`config.mk`:
```
export PLATFORM = sky130hd
export DESIGN_NAME = ctl_stack
export DESIGN_NICKNAME = d
export VERILOG_FILES = /design/src/rtl/ctl_stack.sv
export SDC_FILE = /design/constraint.sdc
export NUM_CORES = 1
export LEC_CHECK = 0
export CAP_MARGIN = 20
export CORE_MARGIN = 1.5
export CORE_UTILIZATION = 45
export DETAILED_ROUTE_END_ITERATION = 8
export PLACE_DENSITY = 0.71
export SKIP_CTS_REPAIR_TIMING = 1
export SYNTH_ARGS = -nofsm -noshare
export SYNTH_HDL_FRONTEND = slang
export SYNTH_SLANG_ARGS = --single-unit
```
`constraint.sdc`:
```
create_clock -name clk -period 4.66 [get_ports clk]
set_input_delay 0.699 -clock clk [delete_from_list [all_inputs] [get_ports clk]]
set_output_delay 0.699 -clock clk [all_outputs]
set_load 0.02 [all_outputs]
```
`src/rtl/ctl_stack.sv`:
```
// Predication enable stack plus optional call-return stack; all outputs registered.
// Define CTL_STACK_CALL_EN to build the call stack (CALL/RET, ret_addr, ret_valid, call_depth).
module ctl_stack #(
    parameter int LANES      = 1,
    parameter int EN_DEPTH   = 32,
    parameter int CALL_DEPTH = 4,
    parameter int AW         = 16
) (
    input  logic                              clk,
    input  logic                              reset,
    input  logic [2:0]                        op,
    input  logic [LANES-1:0]                  cond,
    input  logic [AW-1:0]                     ret_in,
    input  logic                              err_clr,
    output logic [LANES-1:0]                  en,
    output logic                              any_en,
    output logic [$clog2(EN_DEPTH+1)-1:0]     en_depth,
    output logic [AW-1:0]                     ret_addr,
    output logic                              ret_valid,
    output logic [$clog2(CALL_DEPTH+1)-1:0]   call_depth,
    output logic                              err_ovf,
    output logic                              err_unf
);

    localparam logic [2:0] OP_NONE   = 3'd0;
    localparam logic [2:0] OP_ALLEN  = 3'd1;
    localparam logic [2:0] OP_PUSHEN = 3'd2;
    localparam logic [2:0] OP_POPEN  = 3'd3;
    localparam logic [2:0] OP_CALL   = 3'd4;
    localparam logic [2:0] OP_RET    = 3'd5;
    localparam logic [2:0] OP_ELSE   = 3'd6;

    localparam int EDW = $clog2(EN_DEPTH+1);
    localparam int CDW = $clog2(CALL_DEPTH+1);
    localparam logic [EDW-1:0]   EN_FULL  = EDW'(EN_DEPTH);
    localparam logic [EDW-1:0]   EN_ONE   = EDW'(1);
    localparam logic [LANES-1:0] ALL_ONES = '1;

    logic [LANES-1:0] top_q, top_d;
    logic [LANES-1:0] saved_q [EN_DEPTH-1];
    logic [LANES-1:0] saved_d [EN_DEPTH-1];
    logic [EDW-1:0]   edep_q, edep_d;
    logic             any_en_q, any_en_d;
    logic             ovf_q, ovf_d;
    logic             unf_q, unf_d;
    logic             ovf_evt, unf_evt;

`ifdef CTL_STACK_CALL_EN
    localparam logic [CDW-1:0] CALL_FULL = CDW'(CALL_DEPTH);

    logic [AW-1:0]  cs_q [CALL_DEPTH];
    logic [AW-1:0]  cs_d [CALL_DEPTH];
    logic [CDW-1:0] cdep_q, cdep_d;
    logic [AW-1:0]  ret_addr_q, ret_addr_d;
    logic           ret_valid_q, ret_valid_d;
`endif

    always_comb begin
        top_d   = top_q;
        saved_d = saved_q;
        edep_d  = edep_q;
        ovf_evt = 1'b0;
        unf_evt = 1'b0;
`ifdef CTL_STACK_CALL_EN
        cs_d        = cs_q;
        cdep_d      = cdep_q;
        ret_addr_d  = ret_addr_q;
        ret_valid_d = 1'b0;
`endif
        case (op)
            OP_ALLEN: top_d = ALL_ONES;
            OP_PUSHEN: begin
                saved_d[0] = top_q;
                for (int unsigned i = 1; i < EN_DEPTH-1; i++) saved_d[i] = saved_q[i-1];
                top_d = top_q & cond;
                if (edep_q == EN_FULL) ovf_evt = 1'b1;
                else                   edep_d  = edep_q + EN_ONE;
            end
            OP_POPEN: begin
                // Entries below the occupancy are always all ones, so shifting at depth 1 is harmless.
                for (int unsigned i = 0; i < EN_DEPTH-2; i++) saved_d[i] = saved_q[i+1];
                saved_d[EN_DEPTH-2] = ALL_ONES;
                if (edep_q == EN_ONE) begin
                    top_d   = ALL_ONES;
                    unf_evt = 1'b1;
                end else begin
                    top_d  = saved_q[0];
                    edep_d = edep_q - EN_ONE;
                end
            end
            OP_ELSE: top_d = ~top_q & ((edep_q == EN_ONE) ? ALL_ONES : saved_q[0]);
`ifdef CTL_STACK_CALL_EN
            OP_CALL: begin
                cs_d[0] = ret_in;
                for (int unsigned i = 1; i < CALL_DEPTH; i++) cs_d[i] = cs_q[i-1];
                if (cdep_q == CALL_FULL) ovf_evt = 1'b1;
                else                     cdep_d  = cdep_q + CDW'(1);
            end
            OP_RET: begin
                if (cdep_q == '0) begin
                    ret_addr_d = '0;
                    unf_evt    = 1'b1;
                end else begin
                    ret_addr_d  = cs_q[0];
                    ret_valid_d = 1'b1;
                    for (int unsigned i = 0; i < CALL_DEPTH-1; i++) cs_d[i] = cs_q[i+1];
                    cs_d[CALL_DEPTH-1] = '0;
                    cdep_d = cdep_q - CDW'(1);
                end
            end
`endif
            default: ;
        endcase
        any_en_d = |top_d;
        ovf_d    = (err_clr ? 1'b0 : ovf_q) | ovf_evt;
        unf_d    = (err_clr ? 1'b0 : unf_q) | unf_evt;
    end

    always_ff @(posedge clk) begin
        if (reset) begin
            top_q    <= ALL_ONES;
            for (int unsigned i = 0; i < EN_DEPTH-1; i++) saved_q[i] <= ALL_ONES;
            edep_q   <= EN_ONE;
            any_en_q <= 1'b1;
            ovf_q    <= 1'b0;
            unf_q    <= 1'b0;
        end else begin
            top_q    <= top_d;
            saved_q  <= saved_d;
            edep_q   <= edep_d;
            any_en_q <= any_en_d;
            ovf_q    <= ovf_d;
            unf_q    <= unf_d;
        end
    end

    assign en       = top_q;
    assign any_en   = any_en_q;
    assign en_depth = edep_q;
    assign err_ovf  = ovf_q;
    assign err_unf  = unf_q;

`ifdef CTL_STACK_CALL_EN
    always_ff @(posedge clk) begin
        if (reset) begin
            for (int unsigned i = 0; i < CALL_DEPTH; i++) cs_q[i] <= '0;
            cdep_q      <= '0;
            ret_addr_q  <= '0;
            ret_valid_q <= 1'b0;
        end else begin
            cs_q        <= cs_d;
            cdep_q      <= cdep_d;
            ret_addr_q  <= ret_addr_d;
            ret_valid_q <= ret_valid_d;
        end
    end

    assign ret_addr   = ret_addr_q;
    assign ret_valid  = ret_valid_q;
    assign call_depth = cdep_q;
`else
    logic unused_ret_in;
    assign unused_ret_in = ^ret_in;
    assign ret_addr      = '0;
    assign ret_valid     = 1'b0;
    assign call_depth    = '0;
`endif

endmodule

```
==> impl_metrics.toml, run 1 <==
[timing]
max-slew-margin-rel_pct = 51.6
grt_setup_unrepaired = "false"
final-hold-violation-count = 0
clock_skew_ns = 0.00449
fmax_mhz = 403
worst_slew_pin_slew_ns = 0.724
whs_ns = 0.496
setup_viol = 0
slew_viol_final = 0
finalSetupTns_ns = 0
post-route-period-util_pct = 53.2
min_period_ns = 2.48

[finish]
area_growth_pct = 9.24
n_antenna_cell = 0
fillers = 453
drive_gt1_share_pct = 6.88
finalNetCount = 273

[grt]
track_usage_pct = 14.8
grt_antenna_before_repair = 0
gr-total-overflow = 0
grt_pass1_vias = 1364
busiest_layer = "met2"
use_met3_pct = 4.56
grt_max_degree = 38
grt_util_met2_pct = 23.8
grt_pass1_wl_um = 6270
grt_use_met1_pct = 19.5

[clock_tree]
cts_max_path_buffers = 2
cts_made_buffers = 5
cts_tree = "done"
clkTransAtPathRegs_ns = 0.08
root_buffer = "clkbuf_8"
cts.sinks = 40
clock_latency_ns = 0.29
h-tree-depth = 2

[place]
hpwl_um = 2460
io_buffers = 16
place_congestion = 0.767

[job]
cap_violations = 0

[logic_synthesis]
yosysSeqAreaShare_pct = 36.5
syn-cell-area_um2 = 2190
async_flop_share_pct = 0
ys_ff_latch = 40
synth_edf_count = 0
ys_types = 35
synth_cells = 241
synthFlopType = "dfxtp_1"
synth_top_area_cell = "dfxtp_1"
avgSynthCellArea_um2 = 9.11
synth_area_leaders = "dfxtp_1, mux2i_1, a211o_1"
synth_top_area_share_pct = 36.5
yosys_warnings = 0

[status]
status = "finished, final reports clean"

[power]
intPower_mw = 0.571
p_sw_mw = 0.206
pwr-share-seq_pct = 48.9
p_clk_share_pct = 35.8
comb_power_share_pct = 15.3
p_leak_nw = 1.05
switching_share_pct = 26.6
ir_drop_mv = 0.146
power_density_nw_per_um2 = 324

[setup_path]
worst-path-max-fanout = 37
arrival_ns = 2.66
setup.worst_path.end_class = "flip-flop"
reg2reg_depth = 6
startpoint_type = "primary input"
cp_data_required_time_ns = 4.84
crit_type = "in2reg"

[route]
vias = 1591
drt_first_pass_iters = 2
wl_per_cell_um = 11.9
viasPerCell = 5.07
drt-total-wl_um = 3730
drc = 0
first_iter_violations = 88
ant_nets = 0

[worst_hold_path]
min_path_cells = 1
hp-class = "reg2reg"

[floorplan]
fp.coreArea_um2 = 4720
boundaryPins = 53
die-area_um2 = 5300
die_w_um = 72.8
rows = 25
chipHeight_um = 72.8
initial_core_util_pct = 46.5
[area by class of cell]
type	instances	area [µm²]	area share, %
repair buffers	19	178	7.41
multi-input cells	176	1210	50.4
well taps	67	83.8	3.50
flip-flops and latches	40	801	33.4
clock inverters	3	42.5	1.77
inverters	4	15.0	0.626
clock buffers	5	68.8	2.87
[final timing paths]
kind	from	to	slack (ns)
worst max-delay path	op[2]	saved_q[15]	2.18
worst min-delay path	saved_q[26]	saved_q[26]	0.50
worst max register to register	en_depth[0]	en_depth[4]	2.71
worst min register to register	saved_q[26]	saved_q[26]	0.50
[power groups by stage]
| stage | registers [mW] | clock network, mW | logic, mW |
|---|---|---|---|
| 4_1_cts | 0.380 | 0.288 | 0.119 |
| 6_report | 0.380 | 0.279 | 0.119 |
| 3_5_place_dp | 0.388 | 0 | 0.119 |
| 5_1_grt | 0.383 | 0.303 | 0.134 |
| 3_3_place_gp | 0.387 | 0 | 0.117 |
| 2_1_floorplan | 0.386 | 0 | 0.108 |
[through the flow]
step	total power, mW	std cells	setup slack, ns	area (µm²)	utilization [%]
CTS	0.787	314	2.18	2400	50.8
global route	0.820	314	1.98	2400	50.8
finish	0.777	314	2.18	2400	50.8
global placement	0.504	306	1.90	2290	48.4
detailed placement	0.507	306	1.88	2290	48.4
floorplan	0.494	260	2.81	2270	-
[worst max-delay path: stages]
cell	delay [ns]
clkdlybuf4s50_1	0.57
nand2b_2	0.57
buf_4	0.44
nor2_1	0.09
a211o_1	0.27
[cell usage in the layout (no fill, tap or decap), types with 2 or more instances in the layout]
master / n
mux2_2: 3
nor3_1: 6
ha_1: 4
dfxtp_1: 40
nor2b_1: 3
and4b_1: 2
o21ai_0: 5
conb_1: 20
clkdlybuf4s50_1: 15
buf_4: 3
or3_1: 2
nor2_1: 40
inv_1: 4
a211o_1: 30
nand2_1: 3
nor3b_1: 2
and3b_1: 2
a21oi_1: 6
clkbuf_8: 5
a32oi_1: 2
mux2i_1: 32
[cells in the mapped netlist, drive strengths merged (2+ instances only)]
library cell / instances
and3b: 2
o21ai: 5
nor2b: 3
a32oi: 2
dfxtp: 40
nand2b: 2
a21oi: 6
nor2: 40
nor3: 6
or3: 2
a211o: 30
and4b: 2
mux2: 3
inv: 4
ha: 4
mux2i: 32
buf: 32
nor3b: 2
clkbuf: 8
nand2: 3
[sequential cells by signal (all words and copies together), names as in the netlist]
signal,flops
any_en,1
en_depth,6
err_ovf,1
err_unf,1
saved_q,31
[metal layers]
layer,vias to the layer above,wire (µm)
met3,2,130
li1,825,-
met4,0,17
met2,28,1710
met1,736,1870
met5,-,0
[logic make-up (layout without fill, tap and decap cells)]
group                    Yosys count  count (layout)  synth area share, %
AO/OA/AOI/OAI                     49              49                 17.4
buffers and inverters             44              31                 11.8
AND/OR/NAND/NOR                   67              67                 15.3
adder cells (fa/ha/maj)            4               4                 2.28
multiplexers                      35              35                 16.1
other                              1              20                0.171
XOR/XNOR                           1               1                0.399
flip-flops                        40              40                 36.5
Note: power is estimated with default switching activity, not from simulation.
==> inputs of run 2 (changes only) <==
--- a/config.mk
+++ b/config.mk
@@ -9,7 +9,7 @@
 export CORE_MARGIN = 1.5
 export CORE_UTILIZATION = 45
 export DETAILED_ROUTE_END_ITERATION = 8
-export PLACE_DENSITY = 0.71
+export PLACE_DENSITY = 0.74
 export SKIP_CTS_REPAIR_TIMING = 1
 export SYNTH_ARGS = -nofsm -noshare
 export SYNTH_HDL_FRONTEND = slang
==> constraint.sdc (replaced) <==
create_clock -name clk -period 2.1 [get_ports clk]
set_input_delay 0.315 -clock clk [delete_from_list [all_inputs] [get_ports clk]]
set_output_delay 0.315 -clock clk [all_outputs]
set_load 0.02 [all_outputs]
==> impl_metrics.toml, run 2 (synthesis gave the netlist of run 1 again) <==
[floorplan]
chipHeight_um = 72.8
die-area_um2 = 5300
rows = 25
fp.coreArea_um2 = 4720
die_w_um = 72.8
boundaryPins = 53
initial_core_util_pct = 46.5

[grt]
grt_use_met1_pct = 18.7
grt_pass1_vias = 1325
busiest_layer = "met2"
track_usage_pct = 14.1
grt_max_degree = 63
grt_antenna_before_repair = 0
grt_util_met2_pct = 23.0
gr-total-overflow = 0
grt_pass1_wl_um = 6000
use_met3_pct = 3.73

[finish]
finalNetCount = 277
top_register = "saved_q"
n_antenna_cell = 0
fillers = 443
ff_latch_area_um2 = 801
area_growth_pct = 10.5
final_area_um2 = 2430
layout_common_cells = "nor2_1, dfxtp_1, mux2i_1, a211o_1, conb_1"
largest_register_ffs = 31
drive_gt1_share_pct = 8.37
multi_input_area_um2 = 1210

[power]
finalPower_mw = 1.64
comb_power_share_pct = 16.8
switching_share_pct = 27.3
intPower_mw = 1.19
power_density_nw_per_um2 = 675
p_sw_mw = 0.448
p_clk_share_pct = 31.9
p_leak_nw = 1.07
pwr-share-seq_pct = 51.3
ir_drop_mv = 0.417

[timing]
slew_viol_final = 0
layout_setup_ws_ns = 0.271
final-hold-violation-count = 0
clock_skew_ns = 0.00207
min_period_ns = 1.83
fmax_mhz = 547
setup_viol = 0
post-route-period-util_pct = 87.1
finalSetupTns_ns = 0
grt_setup_unrepaired = "false"

[clock_tree]
cts.sinks = 40
cts_made_buffers = 5
h-tree-depth = 2
cts_tree = "done"
cts_max_path_buffers = 2
clock_latency_ns = 0.28
clkTransAtPathRegs_ns = 0.08
root_buffer = "clkbuf_8"

[setup_path]
arrival_ns = 2.04
worst-path-max-fanout = 6
regToRegSetupSlack_ns = 0.27
cp_data_required_time_ns = 2.31
crit_type = "reg2reg"
setup.worst_path.end_class = "flip-flop"
startpoint_type = "flip-flop"

[status]
status = "finished, final reports clean"

[worst_hold_path]
hp-class = "reg2reg"

[route]
drt-total-wl_um = 3530
drc = 0
wl_per_cell_um = 11.1
ant_nets = 0
vias = 1633
first_iter_violations = 135
drt_first_pass_iters = 4
viasPerCell = 5.14

[place]
place_ws_ns = 0.277
hpwl_um = 2440
dpl_cell_area_um2 = 2330
io_buffers = 16
place_congestion = 0.731

[job]
cap_violations = 0
-- run 2: cell count changes in the layout (fill, tap and decap cells not counted), sizes merged --
cell      previous run  this run
clkbuf               5         6
bufinv               1         0
buf                  4         8
clkinv               1         0
clkinvlp             1         2
-- run 2: through the flow --
step,hold slack (ns),std cells,util (%)
2_1_floorplan,0.452,260,-
3_3_place_gp,0.475,310,49.3
3_5_place_dp,0.478,310,49.3
4_1_cts,0.497,318,51.4
5_1_grt,0.509,318,51.4
6_report,0.493,318,51.4
-- run 2: routing by layer --
layer | part of all wire [%] | up-vias
met5 | 0 | -
met4 | 0.59 | 0
met3 | 2.9 | 5
met2 | 48 | 25
met1 | 49 | 770
li1 | - | 833
-- run 2: layout make-up --
| class | instances | share of cell area, % |
|---|---|---|
| well taps | 67 | 3.46 |
| multi-input cells | 176 | 49.8 |
| inverters | 4 | 0.619 |
| clock inverters | 2 | 0.619 |
| clock buffers | 6 | 3.40 |
| flip-flops and latches | 40 | 33.0 |
| repair buffers | 23 | 9.08 |
-- run 2: final timing paths --
| path | from | end | cells past startpoint |
|---|---|---|---|
| max | en_depth[1] | en_depth[4] | 6 |
| max reg2reg | en_depth[1] | en_depth[4] | 6 |
| min reg2reg | saved_q[8] | saved_q[8] | 1 |
| min | saved_q[8] | saved_q[8] | 1 |
-- run 2: worst max-delay path: stages (launching register included) --
cell and delay [ns]:
dfxtp_1 0.42, inv_1 0.10, ha_1 0.21, and3b_1 0.18
o21a_1 0.23, or4_1 0.47, a21oi_1 0.14
-- run 2: power by group through the flow --
stage                     clock, mW  sequential, mW  combinational (mW)
final                         0.522           0.840               0.274
after global routing          0.577           0.848               0.305
after CTS                     0.546           0.840               0.277
after detailed placement          0           0.858               0.275
after global placement            0           0.857               0.271
after floorplan                   0           0.856               0.239
==> inputs of run 3 (changes only) <==
--- a/config.mk
+++ b/config.mk
@@ -6,9 +6,11 @@
 export NUM_CORES = 1
 export LEC_CHECK = 0
 export CAP_MARGIN = 20
-export CORE_MARGIN = 1.5
+export CORE_MARGIN = 3
 export CORE_UTILIZATION = 45
+export CTS_CLUSTER_DIAMETER = 200
 export DETAILED_ROUTE_END_ITERATION = 8
+export HOLD_SLACK_MARGIN = 0.1
 export PLACE_DENSITY = 0.74
 export SKIP_CTS_REPAIR_TIMING = 1
 export SYNTH_ARGS = -nofsm -noshare
==> impl_metrics.toml, run 3 (synthesis gave the netlist of run 1 again) <==
[finish]
finalNetCount = 278
layout_common_cells = "nor2_1, dfxtp_1, mux2i_1, a211o_1, conb_1"
top_register = "saved_q"
n_antenna_cell = 0
final_core_util_pct = 53.8
largest_register_ffs = 31
area_growth_pct = 11.2
drive_gt1_share_pct = 8.33

[timing]
setup_viol = 0
finalSetupTns_ns = 0
final-hold-violation-count = 0
post-route-period-util_pct = 87.2
clock_skew_ns = 0.00600
layout_setup_ws_ns = 0.270
min_period_ns = 1.83
grt_setup_unrepaired = "false"
fmax_mhz = 546
slew_viol_final = 0

[place]
place_congestion = 0.783
place_ws_ns = 0.267
hpwl_um = 2520
io_buffers = 16

[setup_path]
crit_type = "reg2reg"
setup.worst_path.end_class = "flip-flop"
critPathLaunch = "en_depth[1]"
worst-path-max-fanout = 6
arrival_ns = 2.04
cp_data_required_time_ns = 2.31
startpoint_type = "flip-flop"
timing.rr.start = "en_depth[1]"

[route]
wl_per_cell_um = 11.6
vias = 1635
drt_first_pass_iters = 4
drt-total-wl_um = 3660
viasPerCell = 5.16
first_iter_violations = 73
drc = 0
ant_nets = 0

[power]
p_leak_nw = 1.08
power_density_nw_per_um2 = 703
finalPower_mw = 1.72
ir_drop_mv = 0.606

[worst_hold_path]
hold_start = "saved_q[8]"
hp-class = "reg2reg"

[clock_tree]
cts_max_path_buffers = 2
h-tree-depth = 2
clkTransAtPathRegs_ns = 0.07
cts.sinks = 40
clock_latency_ns = 0.28
cts_made_buffers = 5
root_buffer = "clkbuf_8"
cts_tree = "done"

[grt]
grt_antenna_before_repair = 0
track_usage_pct = 13.4
grt_pass1_wl_um = 5980
grt_pass1_vias = 1320
grt_max_degree = 49
gr-total-overflow = 0

[floorplan]
die-area_um2 = 5750
initial_core_util_pct = 48.4
chipHeight_um = 75.8
rows = 24
fp.coreArea_um2 = 4530
boundaryPins = 53
die_w_um = 75.8

[status]
status = "finished, final reports clean"

[job]
cap_violations = 0
run 3: per-layer routing:
layer	global-route usage, %	vias up	part of all wire [%]
met3	4.35	6	4.8
met5	0	-	0
met1	17.3	762	50
met4	4.27	0	1.3
met2	21.3	32	44
li1	-	835	-
run 3: layout make-up:
class                           count  area, µm²
Fill cell                         422       2090
Inverter                            4       15.0
Timing Repair Buffer               24        228
Multi-Input combinational cell    176       1210
Tap cell                           65       81.3
Clock inverter                      2       35.0
Clock buffer                        6       72.6
Sequential cell                    40        801
run 3: worst paths after layout:
path	cells after the start	slack, ns	end
min	1	0.49	saved_q[8]
max reg2reg	6	0.27	en_depth[4]
min reg2reg	1	0.49	saved_q[8]
max	6	0.27	en_depth[4]
run 3: metrics by stage:
step / std cells / instance area, µm² / hold WS [ns]
6_report: 317 / 2440 / 0.490
5_1_grt: 317 / 2440 / 0.511
4_1_cts: 317 / 2440 / 0.497
3_5_place_dp: 309 / 2330 / 0.476
3_3_place_gp: 309 / 2330 / 0.478
2_1_floorplan: 260 / 2270 / 0.452
run 3: report_power, final:
group / switching, mW / internal [mW]
sequential: 0.0371 / 0.803
combinational: 0.156 / 0.122
clock: 0.246 / 0.352
run 3: worst max-delay path, cell delays in order (launching register included):
cell	delay, ns
dfxtp_1	0.44
inv_1	0.11
ha_1	0.18
and3b_1	0.18
o21a_1	0.25
or4_1	0.48
a21oi_1	0.12
